## src/rtl/packer_pkg.sv

```systemverilog
// Shared constants and types for the cpack channel packer.
// The optional partial-word flush is selected by the PACKER_FLUSH_EN macro in chan_packer.
package packer_pkg;
    localparam int SAMPLE_W  = 16;
    localparam int NUM_CH    = 4;
    localparam int WORD_W    = 64;
    localparam int LANES     = 4;
    localparam int TS_W      = 64;
    localparam int WIN_LANES = 7;

    typedef logic [2:0]          lane_idx_t;
    typedef logic [SAMPLE_W-1:0] sample_t;

    // Channel counts above the physical channel count saturate at four.
    function automatic lane_idx_t clamp_count(input logic [2:0] n);
        return (n > 3'd4) ? 3'd4 : n;
    endfunction
endpackage

```

## src/rtl/chan_packer_lane_mux.sv

```systemverilog
// Places count samples after fill already-held lanes inside a 7-lane window,
// returning the 4-lane word and the 3 lanes that spill into the next word.
module chan_packer_lane_mux
    import packer_pkg::*;
(
    input  sample_t   [LANES-1:0]  acc,
    input  logic      [1:0]        fill,
    input  lane_idx_t              count,
    input  sample_t   [NUM_CH-1:0] samples,
    output sample_t   [LANES-1:0]  word,
    output sample_t   [LANES-2:0]  carry
);
    sample_t [WIN_LANES-1:0] win;

    generate
        for (genvar gi = 0; gi < WIN_LANES; gi++) begin : g_lane
            localparam lane_idx_t LI = lane_idx_t'(gi);
            lane_idx_t off;
            assign off = LI - lane_idx_t'(fill);
            if (gi < LANES) begin : g_low
                assign win[gi] = (LI < lane_idx_t'(fill)) ? acc[gi] :
                                 (off < count)            ? samples[off[1:0]] : '0;
            end else begin : g_high
                // fill is at most 3 here, so off never reaches past channel 3
                assign win[gi] = (off < count) ? samples[off[1:0]] : '0;
            end
        end
    endgenerate

    assign word  = win[LANES-1:0];
    assign carry = win[WIN_LANES-1:LANES];
endmodule

```

## src/rtl/chan_packer.sv

```systemverilog
// Packs 1-4 enabled 16-bit channels into 64-bit words tagged with first-sample timestamp and sync.
// Define PACKER_FLUSH_EN to emit the partial word when en falls; otherwise it is held across gaps.
module chan_packer
    import packer_pkg::*;
(
    input  logic                clk,
    input  logic                resetn,
    input  logic [TS_W-1:0]     timestamp_in,
    input  logic [2:0]          enabled_chan_count,
    input  logic                en,
    input  logic [SAMPLE_W-1:0] data_in_0,
    input  logic [SAMPLE_W-1:0] data_in_1,
    input  logic [SAMPLE_W-1:0] data_in_2,
    input  logic [SAMPLE_W-1:0] data_in_3,
    output logic                data_out_sync,
    output logic                data_out_valid,
    output logic [WORD_W-1:0]   data_out,
    output logic [TS_W-1:0]     timestamp_out
);
    sample_t   [LANES-1:0]  acc_reg;
    logic      [1:0]        fill_reg;
    lane_idx_t              n_reg;
    logic      [TS_W-1:0]   ts_reg;
    logic                   sync_reg;

    logic      [WORD_W-1:0] data_out_reg;
    logic      [TS_W-1:0]   ts_out_reg;
    logic                   sync_out_reg;
    logic                   valid_reg;

    sample_t   [NUM_CH-1:0] samples;
    sample_t   [LANES-1:0]  word;
    sample_t   [LANES-2:0]  carry;
    lane_idx_t              n_eff;
    lane_idx_t              total;
    logic      [1:0]        fill_eff;
    logic                   accept;
    logic                   full;
    logic                   flush;
    logic      [TS_W-1:0]   first_ts;
    logic                   first_sync;

    assign samples  = {data_in_3, data_in_2, data_in_1, data_in_0};
    assign n_eff    = clamp_count(enabled_chan_count);
    assign accept   = en && (n_eff != 3'd0);
    // A new channel count abandons whatever partial word was being built.
    assign fill_eff = (n_eff != n_reg) ? 2'd0 : fill_reg;
    assign total    = lane_idx_t'(fill_eff) + n_eff;
    assign full     = total[2];

    assign first_ts   = (fill_eff == 2'd0) ? timestamp_in : ts_reg;
    assign first_sync = (fill_eff == 2'd0) ? 1'b1 : sync_reg;

    chan_packer_lane_mux u_lane_mux (
        .acc     (acc_reg),
        .fill    (fill_eff),
        .count   (n_eff),
        .samples (samples),
        .word    (word),
        .carry   (carry)
    );

`ifdef PACKER_FLUSH_EN
    logic en_prev_reg;
    assign flush = !en && en_prev_reg && (fill_reg != 2'd0);

    always_ff @(posedge clk or negedge resetn) begin
        if (!resetn) en_prev_reg <= 1'b0;
        else         en_prev_reg <= en;
    end
`else
    assign flush = 1'b0;
`endif

    always_ff @(posedge clk or negedge resetn) begin
        if (!resetn) begin
            acc_reg      <= '0;
            fill_reg     <= 2'd0;
            n_reg        <= 3'd0;
            ts_reg       <= '0;
            sync_reg     <= 1'b0;
            data_out_reg <= '0;
            ts_out_reg   <= '0;
            sync_out_reg <= 1'b0;
            valid_reg    <= 1'b0;
        end else begin
            valid_reg <= 1'b0;
            if (accept) begin
                n_reg    <= n_eff;
                fill_reg <= total[1:0];
                if (full) begin
                    data_out_reg <= word;
                    ts_out_reg   <= first_ts;
                    sync_out_reg <= first_sync;
                    valid_reg    <= 1'b1;
                    // Carried lanes come from this set but never start at channel 0.
                    acc_reg      <= {{SAMPLE_W{1'b0}}, carry};
                    ts_reg       <= timestamp_in;
                    sync_reg     <= 1'b0;
                end else begin
                    acc_reg  <= word;
                    ts_reg   <= first_ts;
                    sync_reg <= first_sync;
                end
            end else if (flush) begin
                data_out_reg <= acc_reg;
                ts_out_reg   <= ts_reg;
                sync_out_reg <= sync_reg;
                valid_reg    <= 1'b1;
                acc_reg      <= '0;
                fill_reg     <= 2'd0;
            end
        end
    end

    assign data_out       = data_out_reg;
    assign timestamp_out  = ts_out_reg;
    assign data_out_sync  = sync_out_reg;
    assign data_out_valid = valid_reg;
endmodule

```

## config.mk

```make
export PLATFORM = sky130hd
export DESIGN_NAME = chan_packer
export DESIGN_NICKNAME = d
export VERILOG_FILES = /design/src/rtl/packer_pkg.sv /design/src/rtl/chan_packer_lane_mux.sv /design/src/rtl/chan_packer.sv
export SDC_FILE = /design/constraint.sdc
export NUM_CORES = 1
export LEC_CHECK = 0
export CAP_MARGIN = 20
export CORE_AREA = 2 2 181 183
export CTS_CLUSTER_SIZE = 12
export DETAILED_ROUTE_END_ITERATION = 8
export DIE_AREA = 0 0 183 185
export PLACE_DENSITY = 0.78
export SLEW_MARGIN = 20
export SYNTH_ARGS = -nofsm -noshare
export SYNTH_HDL_FRONTEND = slang
export SYNTH_HIERARCHICAL = 1
export SYNTH_SLANG_ARGS = --single-unit
```

## constraint.sdc

```tcl
create_clock -name clk -period 4.6 [get_ports clk]
set_input_delay 0.92 -clock clk [delete_from_list [all_inputs] [get_ports clk]]
set_output_delay 0.92 -clock clk [all_outputs]
set_load 0.1 [all_outputs]
```

== Yosys cells after proc, flatten, opt, wreduce, memory -nomap -nowiden ==
Cells that the tools add are included.

* Flip-flop bits (word level): 248
* Logic and storage cells: 75

* Reduce and logical (&&, ||, !) cells: 4
* $add $sub $neg: 8
* Mux-type cells: 33
* Order comparisons: 18
* Equality and inequality tests: 1

{| class="wikitable"
|+ Operators with widths
! operator !! number
|-
| two-way mux 16 bit || 17
|-
| binary-select mux 16 bit (select 2 bit) || 7
|-
| two-way mux 64 bit || 2
|-
| two-way mux 48 bit || 1
|-
| < comparator 2 x 3 -> 1 bit, second input constant || 7
|-
| < comparator 3 bit || 7
|-
| subtractor 3 x 2 -> 3 bit, first input constant || 3
|-
| subtractor 1 x 2 -> 3 bit, first input constant || 2
|-
| subtractor 2 x 2 -> 3 bit, first input constant || 2
|-
| < comparator 1 x 2 -> 1 bit, first input constant || 2
|-
| two-way mux 1 bit || 4
|-
| adder 2 x 3 -> 3 bit || 1
|-
| > comparator 3 bit, second input constant || 1
|-
| two-way mux 3 bit || 1
|-
| != test 3 bit || 1
|-
| nonzero test 3 bit || 1
|-
| logical NOT 2 bit || 1
|-
| < comparator 2 bit, first input constant || 1
|-
| two-way mux 2 bit || 1
|-
| AND reduction 2 bit || 1
|-
| logical AND 1 bit || 1
|}

== Depth between registers and ports, before layout ==
Gate-level depths: netlist of the first run.

* Depth in word-level cells: 10
* Mapped depth: 18

== Cells and area by module ==
The synthesis of the first run kept the hierarchy.

{| class="wikitable"
|+ Modules (own cells, without submodules)
! module !! cells each !! sequential area each (um^2) !! area an instance (um^2) !! times used
|-
| chan_packer || 903 || 6,606.3 || 11,265.8 || 1
|-
| chan_packer_lane_mux || 379 || 0.0 || 2,941.6 || 1
|}

== Worst setup path before layout of the first run ==
OpenSTA, ideal clock, no wires.

* Path kind: input to register
* Start: input port enabled_chan_count[2]
* End: register data_out_reg[41], in the netlist data_out[41]
* Arrival: 4.383 ns
* Cell stages on the path: 16
* Slack: 0.091 ns
* Path through: buf_2 -> or3_1 -> o31a_1 -> nor2b_1 -> inv_1 -> clkbuf_1 -> ha_1 -> buf_6 -> buf_6 -> inv_1 -> ha_1 -> nand2b_1 -> o221ai_2 -> buf_2 -> o21ai_0 -> mux2_2

{| class="wikitable"
|+ RTL lines
! element !! line !! RTL
|-
| from (decl) || chan_packer.sv:9 || <nowiki>input logic [2:0] enabled_chan_count,</nowiki>
|-
| to (signal assigned) || chan_packer.sv:92 || <nowiki>data_out_reg <= word;</nowiki>
|-
| to (signal assigned) || chan_packer.sv:106 || <nowiki>data_out_reg <= acc_reg;</nowiki>
|-
| to (decl) || chan_packer.sv:26 || <nowiki>logic [WORD_W-1:0] data_out_reg;</nowiki>
|}

==> results.cfg, run 1 <==
[run_status]
status = finished clean

[detailed_routing]
via_count = 10900
topRoutingLayerUsed = met4
met2WireLength_mm = 18.60
drc_errors = 0
drt_pass1_iterations = 5
routedLengthMet1_mm = 17.33
drt-initial-drc-count = 860
drt-vias-per-instance = 5.852
routed_wl_mm = 40.16
ant_nets = 0
wl_met3_mm = 3.529
wire_per_inst_um = 21.56

[power_and_ir_drop]
ir_worst_vdd_v = 0.0003309
p_per_area_nw_per_um2 = 518.7
p_leak_nw = 7.117

[placement]
dp_hpwl_mm = 26.62
routabilityCongestion = 0.8778
port_buffers = 263

[finish]
syn2layout_area_growth_pct = 29.50
drive_gt1_share_pct = 14.58
num-nets-final = 1580
utilization_pct = 54.96

[setup_path]
crit_end = acc_reg[43]
crit_type = input pin to register
rr_worst_depth = 13
cp.required_ps = 5060
critPathLaunch = enabled_chan_count[1]
start_kind = input pin
arrival_ps = 4340
r2r_slack_ps = 1120
critical_path.reg2reg.endpoint = acc_reg[43]
r2r_start = n_reg[1]
endpoint_kind = register
path_max_fanout = 48

[floorplanning]
chipWidth_um = 183
core_area_um2 = 32040
die_h_um = 185
dieArea_um2 = 33860
ios = 264
std_cell_rows = 66
initial_core_util_pct = 42.44

[global_routing]
grt_pass1_vias = 11160
grt_max_degree = 104
antenna_found_initial = 1
overflow = 0
grt_pass1_wl_mm = 62.51
grt_usage_pct = 23.13

[cts]
postCtsSetupBuffers = 0
cts_tree = built
cts_buffer_depth = 3
cts_buffers = 29
cts_resized = 0
clk_latency_ps = 550
htree_levels = 1
root_buffer = clkbuf_16
clkTransAtPathRegs_ps = 60
clock_sinks = 248
cts_hold_buffers = 0

[timing]
rsz0062_at_grt = false
hold_viol = 0
setup_viol = 0
slew_viol_final = 0
fin_skew_ps = 15.34
slew_headroom_pct = 25.61
period_needed_ps = 3884
holdWs_ps = 394.9
worstMarginPinSlew_ps = 1112
final.setup.tns_ps = 0
fmax_mhz = 257.5
finalCritPeriodShare_pct = 84.43

[yosys]
avgSynthCellArea_um2 = 11.18
synth_area_um2 = 13600
syn_inst = 1216
yosysWarnings = 6
synth_nets = 1364

[min_path]
hold_path.class = input pin to asynchronous set/reset pin

[job]
maxCapViolCount = 0
## power breakdown
| part | total (mW) | internal, mW | switching [mW] | leakage (nW) |
|---|---|---|---|---|
| Combinational | 4.04 | 1.15 | 2.89 | 3.67 |
| Sequential | 2.86 | 2.61 | 0.254 | 2.99 |
| Clock | 2.23 | 1.31 | 0.913 | 0.455 |
## routing by layer
metal | vias to the layer above | track usage [%]
li1 | 4963 | -
met1 | 5474 | 31.52
met2 | 417 | 37.21
met3 | 48 | 6.036
met4 | 0 | 5.024
met5 | - | 0
## area by class of cell
type	instances	area, um^2
antenna	1	2.502
inverter	17	63.81
fill	2725	14430
multi-input combinational	836	6865
timing repair buffer	300	3040
clock inverter	8	76.32
clock buffer	45	845.8
sequential	248	6206
tap	408	510.5
## worst max-delay path: stages
cell             delay (ps)
clkdlybuf4s50_1         430
xor2_1                  180
or3_1                   320
o31a_1                  390
nor2b_4                 140
buf_4                   140
inv_2                    50
ha_4                    290
buf_12                  300
mux2i_1                 130
mux2_2                  330
o21ai_0                 360
mux2i_1                 140
o21ai_0                 190
## stage by stage
step / total power, mW / cell area, um^2 / setup WS [ps] / cells
after floorplan: 5.789 / 13600 / 91.33 / 1216
after global placement: 6.872 / 16680 / 291.4 / 1809
after detailed placement: 6.943 / 16690 / 167.6 / 1809
after CTS: 9.198 / 17610 / 742.2 / 1862
after global routing: 9.485 / 17610 / 636.3 / 1862
final: 9.134 / 17610 / 716.2 / 1863
## worst min-delay path by stage
stage / from / to / slack, ps
after floorplan: acc_reg[32] / acc_reg[32] / 450
after global placement: acc_reg[46] / acc_reg[46] / 460
after detailed placement: acc_reg[34] / acc_reg[34] / 470
after CTS: resetn / data_out[23] / 450
after global routing: resetn / data_out[23] / 450
final: resetn / data_out[23] / 390
## placed cells by master, fill, tap and decap left out, drive strengths merged, types with 13 or more instances in the layout
master and instances:
o21ai 133, a211oi 19, nand2 70, dfrtp 248, o21ba 15, a22o 17
a311oi 64, clkdlybuf4s50 262, mux2i 143, nor2 67, and2 15, a2bb2oi 64
inv 17, buf 38, clkbuf 45, ha 13, mux2 162, o2bb2ai 16
No activity file was read; power rests on OpenSTA's default activity.
==> inputs of run 2 (changes only) <==
==> constraint.sdc (replaced) <==
create_clock -name clk -period 3.9 [get_ports clk]
set_input_delay 0.78 -clock clk [delete_from_list [all_inputs] [get_ports clk]]
set_output_delay 0.78 -clock clk [all_outputs]
set_load 0.1 [all_outputs]
==> results.cfg, run 2 (same netlist as run 1, synthesis figures left out) <==
[cts]
cts_buffer_depth = 3
clock_sinks = 248
htree_levels = 1
cts_buffers = 28
clk_latency_ps = 540
postCtsSetupBuffers = 0
cts_resized = 0
root_buffer = clkbuf_16
cts_tree = built
clkTransAtPathRegs_ps = 60
cts_hold_buffers = 0

[power_and_ir_drop]
ir_worst_vdd_v = 0.0003542
p_per_area_nw_per_um2 = 607.2
finalPower_mw = 11.13
p_leak_nw = 7.478

[floorplanning]
ios = 264
initial_core_util_pct = 42.44
chipWidth_um = 183
dieArea_um2 = 33860
die_h_um = 185
core_area_um2 = 32040
std_cell_rows = 66

[timing]
setup_viol = 0
slew_headroom_pct = 25.50
fin_skew_ps = 17.36
fmax_mhz = 279.2
period_needed_ps = 3582
finalCritPeriodShare_pct = 91.84
slew_viol_final = 0
worstMarginPinSlew_ps = 1114
hold_viol = 0
rsz0062_at_grt = false
holdWs_ps = 300.4

[detailed_routing]
ant_nets = 0
drc_errors = 0
wl_met3_mm = 3.570
met2WireLength_mm = 18.92
routed_wl_mm = 40.56
routedLengthMet1_mm = 17.06
drt-initial-drc-count = 856
wire_per_inst_um = 21.26
drt_pass1_iterations = 5
via_count = 11200
drt-vias-per-instance = 5.870
topRoutingLayerUsed = met4

[global_routing]
grt_max_degree = 104
grt_usage_pct = 23.52
antenna_found_initial = 0
grt_pass1_vias = 11520
grt_pass1_wl_mm = 63.69
overflow = 0

[setup_path]
cp.required_ps = 4360
arrival_ps = 4040
cp_slowest_cell = clkdlybuf4s50_1
critical_path.reg2reg.endpoint = acc_reg[40]
path_max_fanout = 28
endpoint_kind = register
start_kind = input pin
slowest_delay_ps = 440
rr_worst_depth = 13
critPathLaunch = enabled_chan_count[1]
crit_chain = clkdlybuf4s50_1, xor2_1, or3_1, o31a_1, nor2b_4, inv_1, ha_4, buf_12, buf_12, mux2i_1, mux2_2, o21ai_2, mux2i_1, o21ai_0
crit_type = input pin to register
r2r_start = n_reg[1]
r2r_slack_ps = 590

[placement]
routabilityCongestion = 0.8761
port_buffers = 263
dp_hpwl_mm = 27.35
dpl_cell_area_um2 = 17360
dp_cells = 1859

[run_status]
status = finished clean

[finish]
final_cells = 1908
layout_common_cells = clkdlybuf4s50_1, dfrtp_1, mux2i_1, o21ai_0, mux2_2
n_antenna_cell = 0
drive_gt1_share_pct = 18.13
syn2layout_area_growth_pct = 34.78
fin_area_um2 = 18330
num-nets-final = 1629
final_common_cell = clkdlybuf4s50_1

[min_path]
hold_path.class = input pin to asynchronous set/reset pin

[job]
maxCapViolCount = 0
[run 2: cell types whose count changed in the layout (fill, tap and decap cells not counted), moves of 2 or more]
cell	delta
buf_4	+32
buf_12	+18
o21ai_2	+10
o21ai_0	-6
bufinv_16	+4
o21ai_1	-4
clkbuf_8	-3
clkbuf_1	-2
clkinv_2	-2
clkinv_4	-2
[run 2: final cells by class]
class                   instances  area (um^2)
fillers                      2591        13710
multi-input cells             836         6929
flip-flops and latches        248         6206
repair buffers                350         3641
clock buffers                  40        797.0
well taps                     408        510.5
clock inverters                 9        176.4
inverters                      17        68.82
[run 2: stage by stage]
stage | utilization (%) | setup TNS (ps) | worst slack (ps)
2_1_floorplan | - | 0 | 16.19
3_5_place_dp | 54.17 | -18610 | -141.4
6_report | 57.20 | 0 | 318.2
4_1_cts | 57.20 | 0 | 356.7
5_1_grt | 57.20 | 0 | 201.4
3_3_place_gp | 54.13 | -9147 | -82.24
[run 2: routing by layer]
| layer | global-route usage (%) | vias to the layer above |
|---|---|---|
| met5 | 0 | - |
| met4 | 6.976 | 0 |
| met3 | 6.351 | 62 |
| met2 | 38.89 | 459 |
| met1 | 30.27 | 5644 |
| li1 | - | 5035 |
[run 2: report_power, final]
part	total, mW	switching (mW)	internal (mW)
registers	3.39	0.308	3.08
logic	4.93	3.46	1.47
clock network	2.81	1.07	1.74
total	11.1	4.83	6.30
[run 2: critical path, delay by kind of cell]
family / cells / cell delay (ps)
compound gates: 3 / 750
xor+xnor: 1 / 180
fa+ha+maj: 1 / 340
buf+inv: 4 / 950
mux: 3 / 540
simple gates: 2 / 490
[run 2: worst max path at each step]
stage	slack, ps	end	cells after the start
floorplan	20	data_out[46]	17
global placement	-80	ts_reg[2]	14
detailed placement	-140	acc_reg[39]	14
CTS	360	acc_reg[47]	15
global route	200	acc_reg[47]	15
finish	320	acc_reg[40]	14
